File: config.mk
export PLATFORM = sky130hd
export DESIGN_NAME = onehot_rr_arbiter
export DESIGN_NICKNAME = d
export VERILOG_FILES = /design/src/rtl/onehot_rr_arbiter.sv
export SDC_FILE = /design/constraint.sdc
export NUM_CORES = 1
export LEC_CHECK = 0
export ABC_AREA = 1
export BUFFER_PORTS_ARGS = -buffer_cell sky130_fd_sc_hd__buf_2
export CORE_UTILIZATION = 55
export DETAILED_ROUTE_END_ITERATION = 10
export PLACE_DENSITY_LB_ADDON = 0.2
export SYNTH_ARGS = -nofsm -noshare
export SYNTH_HDL_FRONTEND = slang
export SYNTH_SLANG_ARGS = --single-unit
File: constraint.sdc
create_clock -name clk -period 3.1 [get_ports clk]
set_input_delay 0.62 -clock clk [delete_from_list [all_inputs] [get_ports clk]]
set_output_delay 0.62 -clock clk [all_outputs]
set_load 0.01 [all_outputs]
File: src/rtl/onehot_rr_arbiter.sv
// Round-robin arbiter with a held, registered one-hot grant and rotating priority pointer.
// Optional grant hold timeout is compiled in with `define RR_ARB_TIMEOUT_EN.
module onehot_rr_arbiter #(
   parameter int unsigned N       = 8,
   parameter int unsigned TIMEOUT = 255
) (
   input  logic         clk,
   input  logic         rst_n,
   input  logic [N-1:0] req,
   input  logic         done,
   output logic [N-1:0] grant,
`ifdef RR_ARB_TIMEOUT_EN
   output logic         timeout,
`endif
   output logic         grant_valid
);

   typedef enum logic {
      S_IDLE  = 1'b0,
      S_GRANT = 1'b1
   } state_e;

   localparam logic [N-1:0] ONE = {{(N-1){1'b0}}, 1'b1};

   state_e       state_q, state_d;
   logic [N-1:0] grant_q, grant_d;
   logic [2:0]   ptr_q,   ptr_d;

   logic [N-1:0] cand;
   logic [2:0]   win;
   logic         release_grant;
   logic         expire;
   logic         new_grant;

   // Rotate the request so ptr lands on bit 0, take the lowest set bit, rotate the index back.
   function automatic logic [2:0] rr_pick(input logic [7:0] r, input logic [2:0] p);
      logic [15:0] dbl;
      logic [7:0]  rot;
      logic [2:0]  k;
      logic        hit;
      dbl = {r, r} >> p;
      rot = dbl[7:0];
      k   = 3'd0;
      hit = 1'b0;
      for (int i = 0; i < 8; i++) begin
         if (!hit && rot[i]) begin
            k   = 3'(i);
            hit = 1'b1;
         end
      end
      return p + k;
   endfunction

`ifdef RR_ARB_TIMEOUT_EN
   logic [7:0] cnt_q, cnt_d;
   logic       timeout_q, timeout_d;

   assign expire = (state_q == S_GRANT) && !done && (cnt_q == 8'(TIMEOUT - 1));
`else
   assign expire = 1'b0;
`endif

   assign release_grant = (state_q == S_GRANT) && (done || expire);

   // The releasing holder is masked so it cannot win back-to-back while others wait.
   assign cand = (state_q == S_IDLE) ? req : (req & ~grant_q);
   assign win  = rr_pick(cand, ptr_q);

   // NOTE: every combinational output gets a default first so no path leaves it unassigned (no latch).
   always_comb begin
      state_d   = state_q;
      grant_d   = grant_q;
      ptr_d     = ptr_q;
      new_grant = 1'b0;
      case (state_q)
         S_IDLE: begin
            if (|cand) begin
               new_grant = 1'b1;
            end
         end
         S_GRANT: begin
            if (release_grant) begin
               if (|cand) begin
                  new_grant = 1'b1;
               end else begin
                  grant_d = '0;
                  state_d = S_IDLE;
               end
            end
         end
         default: begin
            grant_d = '0;
            state_d = S_IDLE;
         end
      endcase
      if (new_grant) begin
         grant_d = ONE << win;
         ptr_d   = win + 3'd1;
         state_d = S_GRANT;
      end
   end

   // NOTE: sequential state uses non-blocking assignments so all registers update from pre-edge values.
   always_ff @(posedge clk or negedge rst_n) begin
      if (!rst_n) begin
         state_q <= S_IDLE;
         grant_q <= '0;
         ptr_q   <= 3'd0;
      end else begin
         state_q <= state_d;
         grant_q <= grant_d;
         ptr_q   <= ptr_d;
      end
   end

`ifdef RR_ARB_TIMEOUT_EN
   always_comb begin
      cnt_d     = cnt_q;
      timeout_d = expire;
      if (new_grant) begin
         cnt_d = 8'd0;
      end else if (state_q == S_GRANT && !done) begin
         cnt_d = cnt_q + 8'd1;
      end
   end

   always_ff @(posedge clk or negedge rst_n) begin
      if (!rst_n) begin
         cnt_q     <= 8'd0;
         timeout_q <= 1'b0;
      end else begin
         cnt_q     <= cnt_d;
         timeout_q <= timeout_d;
      end
   end

   assign timeout = timeout_q;
`endif

   assign grant       = grant_q;
   assign grant_valid = |grant_q;

`ifndef SYNTHESIS
   a_onehot0 : assert property (@(posedge clk) disable iff (!rst_n) $onehot0(grant_q));
   a_state_grant : assert property (@(posedge clk) disable iff (!rst_n)
                                    ((state_q == S_GRANT) == (|grant_q)));
`endif

endmodule

* Word level (Yosys, flattened, before mapping) *
Cells that the tools add are included.
W data, S select, Z words.

cells by class
  add/sub/neg operators = 2
  eq/ne operators = 1
  shift operators = 2
  muxes and demuxes = 25
  bitwise logic cells = 3
  reduce and logical (&&, ||, !) cells = 20

operators with widths
  kind                   count
  $mux W8                5
  $reduce_or A8 Y1       2
  $shr A16 B3 Y8         1
  $mux W1                13
  $mux W3                4
  $and A8 B8 Y8          1
  $logic_and A1 B1 Y1    8
  $not A8 Y8             1
  $shl A1 B3 Y8 const A  1
  $logic_not A1 Y1       7
  $mux W2                2
  $reduce_bool A2 Y1     2
  $add A3 B1 Y3 const B  1
  $add A3 B3 Y3          1
  $reduce_and A3 Y1      1
  $ne A2 B2 Y1 const B   1
  $pmux W1 S2            1
  $not A1 Y1             1

storage, ports and cells
  bits in registers = 12
  word-level logic and storage cells = 56

* Depth between registers and ports, before layout *
Gate-level depths: netlist of the first run.

  word-level depth = 29
  mapped depth = 21
  mapped depth without buffers = 20

* Least setup slack after synthesis of the first run *
No wires, ideal clock.

  kind = input-to-reg
  from = in req[1]
  to = reg ptr_q[2]
  arrival = 2.783 ns
  required time = 2.972 ns
  setup slack = 0.189 ns
  cell stages on the path = 19
  path through = nand3_1 -> nand3_1 -> nand2_1 -> nand2_1 -> nand2_2 -> nand2_4 -> nor2_8 -> nand4_4 -> o2111ai_1 -> ha_1 -> inv_1 -> fa_1 -> xor2_1 -> inv_1 -> nand3_2 -> nand2_2 -> ha_1 -> nand2_1 -> o21ai_0

between the ends
  longest elaborated chain between the ends = 27

ends and longest elaborated chain
  item                    RTL line  source
  start: declaration      9         input logic [N-1:0] req,
  $and A8 B8 Y8           66        assign cand = (state_q == S_IDLE) ? req : (req & ~grant_q);
  $mux W8 (*)             66
  $shr A16 B3 Y8          41        dbl = {r, r} >> p;
  $mux W1                 46        if (!hit && rot[i]) begin
  $logic_not A1 Y1        46
  $logic_and A1 B1 Y1     46
  $mux W1                 46
  $logic_not A1 Y1        46
  (+11 left out)          n/a
  $logic_not A1 Y1        46
  $logic_and A1 B1 Y1     46
  $mux W1                 46
  $logic_not A1 Y1        46
  $logic_and A1 B1 Y1     46
  $mux W3                 46
  $add A3 B3 Y3           51        return p + k;
  $add A3 B1 Y3           98        ptr_d = win + 3'd1;
  end signal: assignment  112       ptr_q <= ptr_d;
  end: declaration        27        logic [2:0] ptr_q, ptr_d;

Every way passes the cells marked *; elsewhere a longest branch is shown, timed or not.
A chain may end at the register's enable or synchronous reset.

* Final worst setup path of the first run *
  from = reg state_q
  to = reg grant_q[7] (netlist: grant[7])

between the ends
  longest elaborated chain between the ends = 27

ends and longest elaborated chain
  item                      RTL line  source
  start: declaration        25        state_e state_q, state_d;
  start signal: assignment  110       state_q <= state_d;
  $mux W8                   66
  $shr A16 B3 Y8            41
  $mux W1                   46
  $logic_not A1 Y1          46
  $logic_and A1 B1 Y1       46
  $mux W1                   46
  $logic_not A1 Y1          46
  $logic_and A1 B1 Y1       46
  (+11 left out)            n/a
  $logic_and A1 B1 Y1       46
  $mux W1                   46
  $logic_not A1 Y1          46
  $logic_and A1 B1 Y1       46
  $mux W3                   46
  $add A3 B3 Y3             51
  $shl A1 B3 Y8             97        grant_d = ONE << win;
  $mux W8                   96        if (new_grant) begin
  end signal: assignment    111       grant_q <= grant_d;
  end: declaration          26        logic [N-1:0] grant_q, grant_d;

Parallel ways exist; a longest one is shown, timed or not.

==> metrics, run 1 <==
dpl cells approximately 230; GP Congestion a little under 0.9; commonest non-fill, non-tap cell in the layout nand2_1; Final ANT Viol Nets 0; Placement Cell Area between 1000 and 1500 um2; RSZ-0062 raised after global routing true; DP HPWL 2400 um; Layout area overhead 50.7%; critical path class reg2reg; filler-free cell count of the finished design 238; via count 1,550; post-route clock skew just under 0.007 ns; first-pass GRT wire length around 5500 um; Max Freq 319 MHz; Detail Route met2 WL 2310 um; Max-Cap Viols 0; die area between 2000 and 2500 um2; total core area 1980 um2; most frequent cells in the layout nand2_1 (46), nand3_2 (24), buf_2 (19), nand2_2 (16), nand3_1 (14); setup violators final 2; synthesized area per cell 6.63 um2; Die Wd 48.3 um; TritonCTS clock tree done; syn nets 196; clock sinks 12; CTS clk-pin slew, worst paths roughly 0.08 ns; part of the Yosys area used for sequential elements 25.5%; highest metal used met4; Critical Path AT 3.29 ns; I/O pin total 20; Period minus WS final 3.14 ns; status complete, but fails checks; setup TNS -0.0732 ns; Pleak 0.904 nW; final WL 4640 um; crit-path cells buf_12 > nand2_2 > nand3_4 > nand3_2 > nand2_1 > nand2_1 > nand2_2 > nand2_4 > nor2_8 > nand3_2 > o2111ai_2 > ha_2 > inv_2 > fa_2 > xor2_2 > inv_1 > nand3_2 > nand2_2 > ha_4 > a22o_1; Slew Viols, Final 0; dpl ws -0.116 ns; Yosys warning count 0; vias in the first global route around 1,300; Buf/Inv on CP 3; CP top delay family simple AND/OR/NAND/NOR gates; clock buffer depth 2; max incr delay on CP 0.42 ns; FF-to-FF End grant[7]$_DFFE_PN0P_; grt total ovfl 0; Req. time, crit path 3.26 ns; CP Launch Type flip-flop; layout cells sized above 1 51.7%; port bufs 19; diode count 0; DRT met1 WL 1650 um; Clk Latency, worst-skew pair 0.27 ns; worst hold path class in2async; WHS roughly 0.21 ns; worst vdd ir 1.19 mV; Critical Path End Type flip-flop; Yosys reg bits 12; PnR Total Power 2.33 mW; largest net degree at the start of global routing 13; worst setup margin -0.0369 ns; Cells after Synth 178; GRT Overall Usage 29.9%; 1st-iter DRT viols 97; final hold vios 0; Unique masters post-synth 26; CTS Root Buffer Type clkbuf_4; cell area after layout 1780 um2; fin nets 231; crit-path max FO 5; H-tree Lvls 1; fillers 90; met3 WL around 380 um; First-pass DRT Iterations 5; reg-to-reg startpoint state_q$_DFF_PN0_; vias per cell 6.51; hold buffer count at CTS 0; Cell Rows 16; Slowest-stage cell, CP dfrtp_2; PwrDens approximately 1300 nW/um2; R2R Setup Slk -0.04 ns; slew margin rel. 75.2%; crit share post-route 101%; Initial Utilization 59.5%; Worst R2R Path Depth 20; DR DRC count 0; CTS Buf Count 3; Worst Max-Slew Pin Slew 0.369 ns; post-layout util approximately nine tenths; die height 48.3 um; Mapped Area 1180 um2; violated checks negative setup slack; WL per Instance 19.5 um; initial antenna violation count 0
-- flip-flops by register name, summed over array words and instances (netlist names) --
| name | cells |
|---|---|
| grant | 8 |
| state_q | 1 |
| ptr_q | 3 |
-- routing by layer --
| layer | GRT usage (%) | vias to the layer above |
|---|---|---|
| met1 | 37.0 | 706 |
| met3 | 3.77 | 41 |
| met5 | 0 | - |
| li1 | - | 662 |
| met2 | 53.1 | 141 |
| met4 | 11.3 | 0 |
-- synthesized netlist by cell type --
library cell | n | area, um2
a211oi_1 | 2 | 15.0
a21oi_1 | 2 | 10.0
a22o_1 | 3 | 26.3
and2_1 | 2 | 12.5
buf_2 | 2 | 10.0
buf_4 | 2 | 15.0
clkinv_1 | 1 | 3.75
dfrtp_1 | 12 | 300
fa_1 | 1 | 20.0
ha_1 | 6 | 75.1
inv_1 | 14 | 52.6
inv_2 | 3 | 11.3
nand2_1 | 62 | 233
nand2_2 | 5 | 31.3
nand2_4 | 1 | 11.3
nand3_1 | 45 | 225
nand3_2 | 1 | 10.0
nand3b_1 | 1 | 7.51
nand4_4 | 1 | 21.3
nor2_1 | 3 | 11.3
nor2_8 | 1 | 20.0
nor4_1 | 2 | 12.5
o2111ai_1 | 1 | 8.76
o21ai_0 | 3 | 15.0
o31ai_2 | 1 | 12.5
xor2_1 | 1 | 8.76
-- area by class of cell --
cell class | instances | area (um2) | area share (%)
clock buffer | 3 | 22.5 | 1.27
inverter | 18 | 72.6 | 4.08
tap | 27 | 33.8 | 1.90
multi-input combinational | 144 | 1100 | 61.9
sequential | 12 | 304 | 17.1
timing repair buffer | 34 | 244 | 13.7
-- kinds of logic after synthesis --
family,synth area share [%]
simple gates,50.5
buf+inv,7.85
compound gates,7.42
xor+xnor,0.742
fa+ha+maj,8.06
flops,25.5
-- worst max-delay path by stage --
stage                               startpoint                   end  slack [ns]  cells past startpoint
after floorplan                         req[1]  ptr_q[2]$_DFFE_PN0P_        0.19                     19
after global placement                  req[7]  ptr_q[2]$_DFFE_PN0P_        0.02                     20
after detailed placement                req[5]  ptr_q[2]$_DFFE_PN0P_       -0.12                     20
after CTS                 ptr_q[0]$_DFFE_PN0P_  ptr_q[2]$_DFFE_PN0P_      0.0007                     20
after global routing         state_q$_DFF_PN0_  grant[7]$_DFFE_PN0P_       -0.20                     20
final                        state_q$_DFF_PN0_  grant[7]$_DFFE_PN0P_       -0.04                     20
-- where the power goes --
| part | internal (mW) | leakage (nW) | switching, mW | total, mW |
|---|---|---|---|---|
| logic | 0.784 | 0.739 | 1.18 | 1.97 |
| registers | 0.205 | 0.152 | 0.0626 | 0.268 |
| clock network | 0.0450 | 0.0138 | 0.0514 | 0.0964 |
-- timing repair --
action	4_1_cts	5_1_grt
pin swaps	0	18
buffers inserted	0	8
endpoints found under the setup margin	1	10
hold endpoints to repair	0	0
resized for setup	2	78
cloned	0	0
Note: power is estimated with default switching activity, not from simulation.
==> run 2, diff against run 1 <==
- CORE_UTILIZATION: 55 -> 58
- CTS_BUF_LIST: unset -> sky130_fd_sc_hd__clkbuf_2
==> metrics, run 2 (synthesis results as in run 1) <==
worst vdd ir 1.34 mV (+13%); PnR Total Power 2.30 mW (-1.3%); max reg flops 8 (unchanged); fin nets 230 (-0.43%); Period minus WS final 3.26 ns (+0.126 ns); first-pass GRT wire length 4610 um (-17%); CTS Buf Count 3 (unchanged); Cell Rows 15 (-1); total core area 1820 um2 (-8.1%); PwrDens 1380 nW/um2 (+5.0%); filler-free cell count of the finished design 236 (-0.84%); crit share post-route 105% (+4.1 points); most frequent cells in the layout nand2_1 (53), nand3_2 (25), buf_2 (19), nand3_1 (18), inv_1 (12); Final ANT Viol Nets 0 (unchanged); largest net degree at the start of global routing 13 (unchanged); H-tree Lvls 1 (unchanged); layout cells sized above 1 46.0% (-5.7 points); DP HPWL 2400 um (+0.27%); CP Launch Type flip-flop; Layout area overhead 41.6%; hold buffer count at CTS 0 (unchanged); TritonCTS clock tree done; die area 2220 um2 (-5.0%); vias per cell 6.80 (+4.4%); Clk Latency, worst-skew pair 0.30 ns (+0.03 ns); initial antenna violation count 0 (unchanged); slew margin rel. 79.1% (+3.9 points); via count 1,604 (+3.5%); Worst Max-Slew Pin Slew 0.311 ns (-0.0578 ns); Placement Cell Area 1330 um2 (-0.19%); port bufs 19 (unchanged); Max-Cap Viols 0 (unchanged); final hold vios 0 (unchanged); dpl cells 225 (-0.88%); clock buffer depth 2 (unchanged); Req. time, crit path 3.31 ns (+0.05 ns); WL per Instance 21.1 um (+8.2%); Critical Path End Type flip-flop; I/O pin total 20 (unchanged); Pleak 0.887 nW (-1.9%); setup violators final 10 (+8); Die Wd 47.1 um (-2.5%); First-pass DRT Iterations 5 (unchanged); status complete, but fails checks; die height 47.1 um (-2.5%); violated checks negative setup slack; worst setup margin -0.163 ns (-0.126 ns); RSZ-0062 raised after global routing true; cell area after layout 1670 um2 (-6.1%); grt total ovfl 0 (unchanged); Max Freq 306 MHz (-3.9%); crit-path max FO 8 (+3); commonest non-fill, non-tap cell in the layout nand2_1; fillers 72 (-20%); vias in the first global route 1,094 (-15%); critical path class reg2reg; final WL 4980 um (+7.3%); CP startpoint ptr_q[0]$_DFFE_PN0P_; CTS Root Buffer Type clkbuf_2; WHS 0.172 ns (-0.0383 ns); worst hold path class in2async; Initial Utilization 64.8% (+5.3 points); 1st-iter DRT viols 147 (+52%); reg-to-reg startpoint ptr_q[0]$_DFFE_PN0P_; post-route clock skew 0.00605 ns (-0.000899 ns); DR DRC count 0 (unchanged); diode count 0 (unchanged); clock sinks 12 (unchanged); CTS clk-pin slew, worst paths 0.14 ns (+0.06 ns); GRT Overall Usage 30.5% (+0.60 points); setup TNS -0.874 ns (-0.801 ns); GP Congestion 0.917 (+4.5%); Critical Path AT 3.47 ns (+0.18 ns); Slew Viols, Final 0 (unchanged)
-- run 2: cell types whose count changed in the layout (fill, tap and decap cells not counted), moves of 2 or more --
cell / before / now
nand3_1: 14 / 18
nand3_4: 8 / 3
nand2_2: 16 / 9
clkbuf_2: 0 / 3
buf_12: 2 / 0
clkbuf_4: 3 / 0
nand2_1: 46 / 53
-- run 2: where the power goes --
group / leakage [nW] / internal, mW / switching [mW]
sequential: 0.152 / 0.205 / 0.0832
clock: 0.0140 / 0.0279 / 0.0632
combinational: 0.721 / 0.728 / 1.19
-- run 2: final cells by class --
class	count	area (um2)	area share, %
repair buffers	33	215	12.9
flip-flops and latches	12	304	18.2
inverters	18	72.6	4.34
multi-input cells	144	1030	61.6
clock buffers	3	15.0	0.899
clock inverters	1	3.75	0.225
well taps	25	31.3	1.87
-- run 2: layer usage --
layer | part of all wire, % | global-route usage (%) | wire [um]
met4 | 7.6 | 12.6 | 379
met2 | 44 | 50.6 | 2200
met3 | 13 | 7.31 | 649
met5 | 0 | 0 | 0
met1 | 35 | 38.3 | 1750
-- run 2: worst max-delay path, cell delays in order (launching register included) --
cell	delay, ns
dfrtp_2	0.53
inv_4	0.12
nand3_2	0.11
nand3_2	0.10
nand2_1	0.11
nand2_1	0.12
nand2_2	0.12
nand2_4	0.09
inv_2	0.08
nand2_2	0.06
o2111ai_2	0.20
ha_2	0.22
inv_2	0.06
fa_2	0.40
xor2_2	0.20
buf_4	0.15
nand2_4	0.08
nand2_4	0.06
ha_4	0.15
a22o_1	0.20
-- run 2: worst paths after layout --
check / end / slack (ns) / cells after the start
min: grant[2]$_DFFE_PN0P_ / 0.17 / 1
max: grant[7]$_DFFE_PN0P_ / -0.16 / 19
max reg2reg: grant[7]$_DFFE_PN0P_ / -0.16 / 19
min in group clk: grant[3]$_DFFE_PN0P_ / 0.58 / 2
min reg2reg: grant[3]$_DFFE_PN0P_ / 0.58 / 2
max in group asynchronous: state_q$_DFF_PN0_ / 2.68 / 1
-- run 2: timing repair --
action / 4_1_cts / 5_1_grt
setup endpoints to repair: 2 / 10
buffers inserted: 0 / 7
resized for setup: 2 / 63
pin swaps: 0 / 21
-- run 2: stage by stage --
stage,utilization (%),setup slack (ns)
6_report,91.8,-0.163
3_5_place_dp,73.3,-0.150
2_1_floorplan,-,0.189
5_1_grt,91.8,-0.350
3_3_place_gp,73.3,0.0282
4_1_cts,74.8,0.0180
==> run 3, diff against run 2 <==
- CORE_ASPECT_RATIO: unset -> 1.75
- CORE_UTILIZATION: 58 -> 32
- CTS_BUF_LIST: sky130_fd_sc_hd__clkbuf_2 -> sky130_fd_sc_hd__clkbuf_8
- SETUP_SLACK_MARGIN: unset -> 0.1
==> metrics, run 3 (synthesis results as in run 1) <==
H-tree Lvls 1 (unchanged); Int Power 1.12 mW (+16%); PwrDens 1320 nW/um2 (-3.9%); diode count 0 (unchanged); CTS Root Buffer Type clkbuf_8; final WL 3780 um (-24%); Clk Latency, worst-skew pair 0.24 ns (-0.06 ns); Clock Power Share 5.9% (+1.9 points); Critical Path End Type flip-flop; switching portion of total power 52.2% (-6.0 points); Layout area overhead 50.1%; 1st-iter DRT viols 19 (-87%); total core area 3430 um2 (+89%); WL per Instance 14.6 um (-31%); crit-path cells buf_6 > nand3_2 > nand3_2 > nand2_1 > nand2_1 > nand2_2 > nand2_4 > nor2_8 > nand4_4 > o2111ai_2 > ha_2 > inv_2 > fa_2 > inv_1 > ha_4 > ha_4 > nand2_2 > o21ai_1; I/O pin total 20 (unchanged); critical path class reg2reg; Seq pwr share 11.3% (-1.2 points); Die Wd 47.9 um (+1.7%); RSZ-0062 raised after global routing true; clock buffer depth 2 (unchanged); die area 3940 um2 (+78%); Initial Utilization 34.4% (-30 points); port bufs 19 (unchanged); status finished, final reports clean; Max-Cap Viols 0 (unchanged); TritonCTS clock tree done; Slowest-stage cell, CP fa_2; crit-path max FO 5 (-3); GP Congestion 0.911 (-0.65%); clock sinks 12 (unchanged); max reg flops 8 (unchanged); DR DRC count 0 (unchanged); post-route clock skew 0.00680 ns (+0.000747 ns); via count 1,373 (-14%); largest net degree at the start of global routing 13 (unchanged); PnR Total Power 2.34 mW (+1.9%); worst vdd ir 0.920 mV (-31%); Slew Viols, Final 0 (unchanged); Critical Path AT 3.13 ns (-0.34 ns); GRT Overall Usage 20.1% (-10 points); setup violators final 0 (-10); Worst Max-Slew Pin Slew 0.330 ns (+0.0187 ns); vias per cell 5.30 (-22%); crit share post-route 96.9% (-8.3 points); Max Freq 333 MHz (+8.6%); Cell Rows 28 (+13); commonest non-fill, non-tap cell in the layout nand2_1; worst setup margin 0.0947 ns (+0.257 ns); Worst R2R Path Depth 18 (-1); dpl ws -0.125 ns (+0.0248 ns); fin nets 234 (+1.7%); most frequent cells in the layout nand2_1 (45), nand3_2 (26), nand2_2 (20), buf_2 (19), nand3_1 (17); Period minus WS final 3.01 ns (-0.257 ns); worst hold path class in2async; R2R Setup Slk 0.09 ns (+0.26 ns); Logic pwr share 82.8% (-0.7 points); CTS Buf Count 3 (unchanged); reg-to-reg startpoint ptr_q[0]$_DFFE_PN0P_; initial antenna violation count 0 (unchanged); die height 82.3 um (+75%); layout cells sized above 1 51.4% (+5.4 points); first-pass GRT wire length 5600 um (+21%); slew margin rel. 77.9% (-1.2 points); CP top delay family adder cells; FF-to-FF End ptr_q[2]$_DFFE_PN0P_; sw power 1.22 mW (-8.6%); First-pass DRT Iterations 4 (-1); max incr delay on CP 0.57 ns (+0.04 ns); DP HPWL 2770 um (+15%); final hold vios 0 (unchanged); grt total ovfl 0 (unchanged); Pleak 0.912 nW (+2.8%); Req. time, crit path 3.22 ns (-0.09 ns); vias in the first global route 1,265 (+16%); Final ANT Viol Nets 0 (unchanged); Buf/Inv on CP 3 (-1); CP startpoint ptr_q[0]$_DFFE_PN0P_; CP Launch Type flip-flop; CTS clk-pin slew, worst paths 0.05 ns (-0.09 ns)
-- run 3: worst max path at each step --
stage	end	slack [ns]	cells after the start
after floorplan	ptr_q[2]$_DFFE_PN0P_	0.19	19
after global placement	ptr_q[2]$_DFFE_PN0P_	-0.01	20
after detailed placement	ptr_q[2]$_DFFE_PN0P_	-0.13	20
after CTS	ptr_q[2]$_DFFE_PN0P_	0.10	20
after global routing	ptr_q[2]$_DFFE_PN0P_	-0.02	18
final	ptr_q[2]$_DFFE_PN0P_	0.09	18
-- run 3: routing by layer --
metal	GRT usage (%)	vias up	routed length, um
met4	12.8	0	172
met1	22.2	654	1390
met5	0	-	0
met3	1.30	15	98
li1	-	668	-
met2	34.7	36	2120
-- run 3: timing repair --
action                     4_1_cts  5_1_grt
setup endpoints to repair        8       10
hold buffers                     0        0
setup buffers                    2        5
pin swaps                        5       24
resized for setup               18       56
gates cloned                     0        0
-- run 3: metrics by stage --
stage	std cells	util [%]	setup TNS [ns]	hold WS (ns)	area, um2
2_1_floorplan	178	-	0	0.324	1180
3_5_place_dp	249	40.5	-0.216	0.515	1390
4_1_cts	254	43.9	0	0.259	1510
5_1_grt	259	51.6	-0.0547	0.273	1770
3_3_place_gp	249	40.5	-0.0166	0.517	1390
6_report	259	51.6	0	0.253	1770
-- run 3: power by group through the flow --
| stage | clock (mW) | combinational (mW) | sequential [mW] |
|---|---|---|---|
| CTS | 0.142 | 1.60 | 0.247 |
| floorplan | 0 | 1.02 | 0.232 |
| detailed placement | 0 | 1.46 | 0.255 |
| global route | 0.148 | 2.16 | 0.268 |
| finish | 0.139 | 1.94 | 0.264 |
| global placement | 0 | 1.43 | 0.254 |
-- run 3: final cells by class --
| class | count | area [um2] |
|---|---|---|
| clock buffers | 3 | 41.3 |
| fillers | 371 | 1660 |
| inverters | 18 | 75.1 |
| multi-input cells | 144 | 1050 |
| flip-flops and latches | 12 | 304 |
| well taps | 45 | 56.3 |
| repair buffers | 37 | 245 |
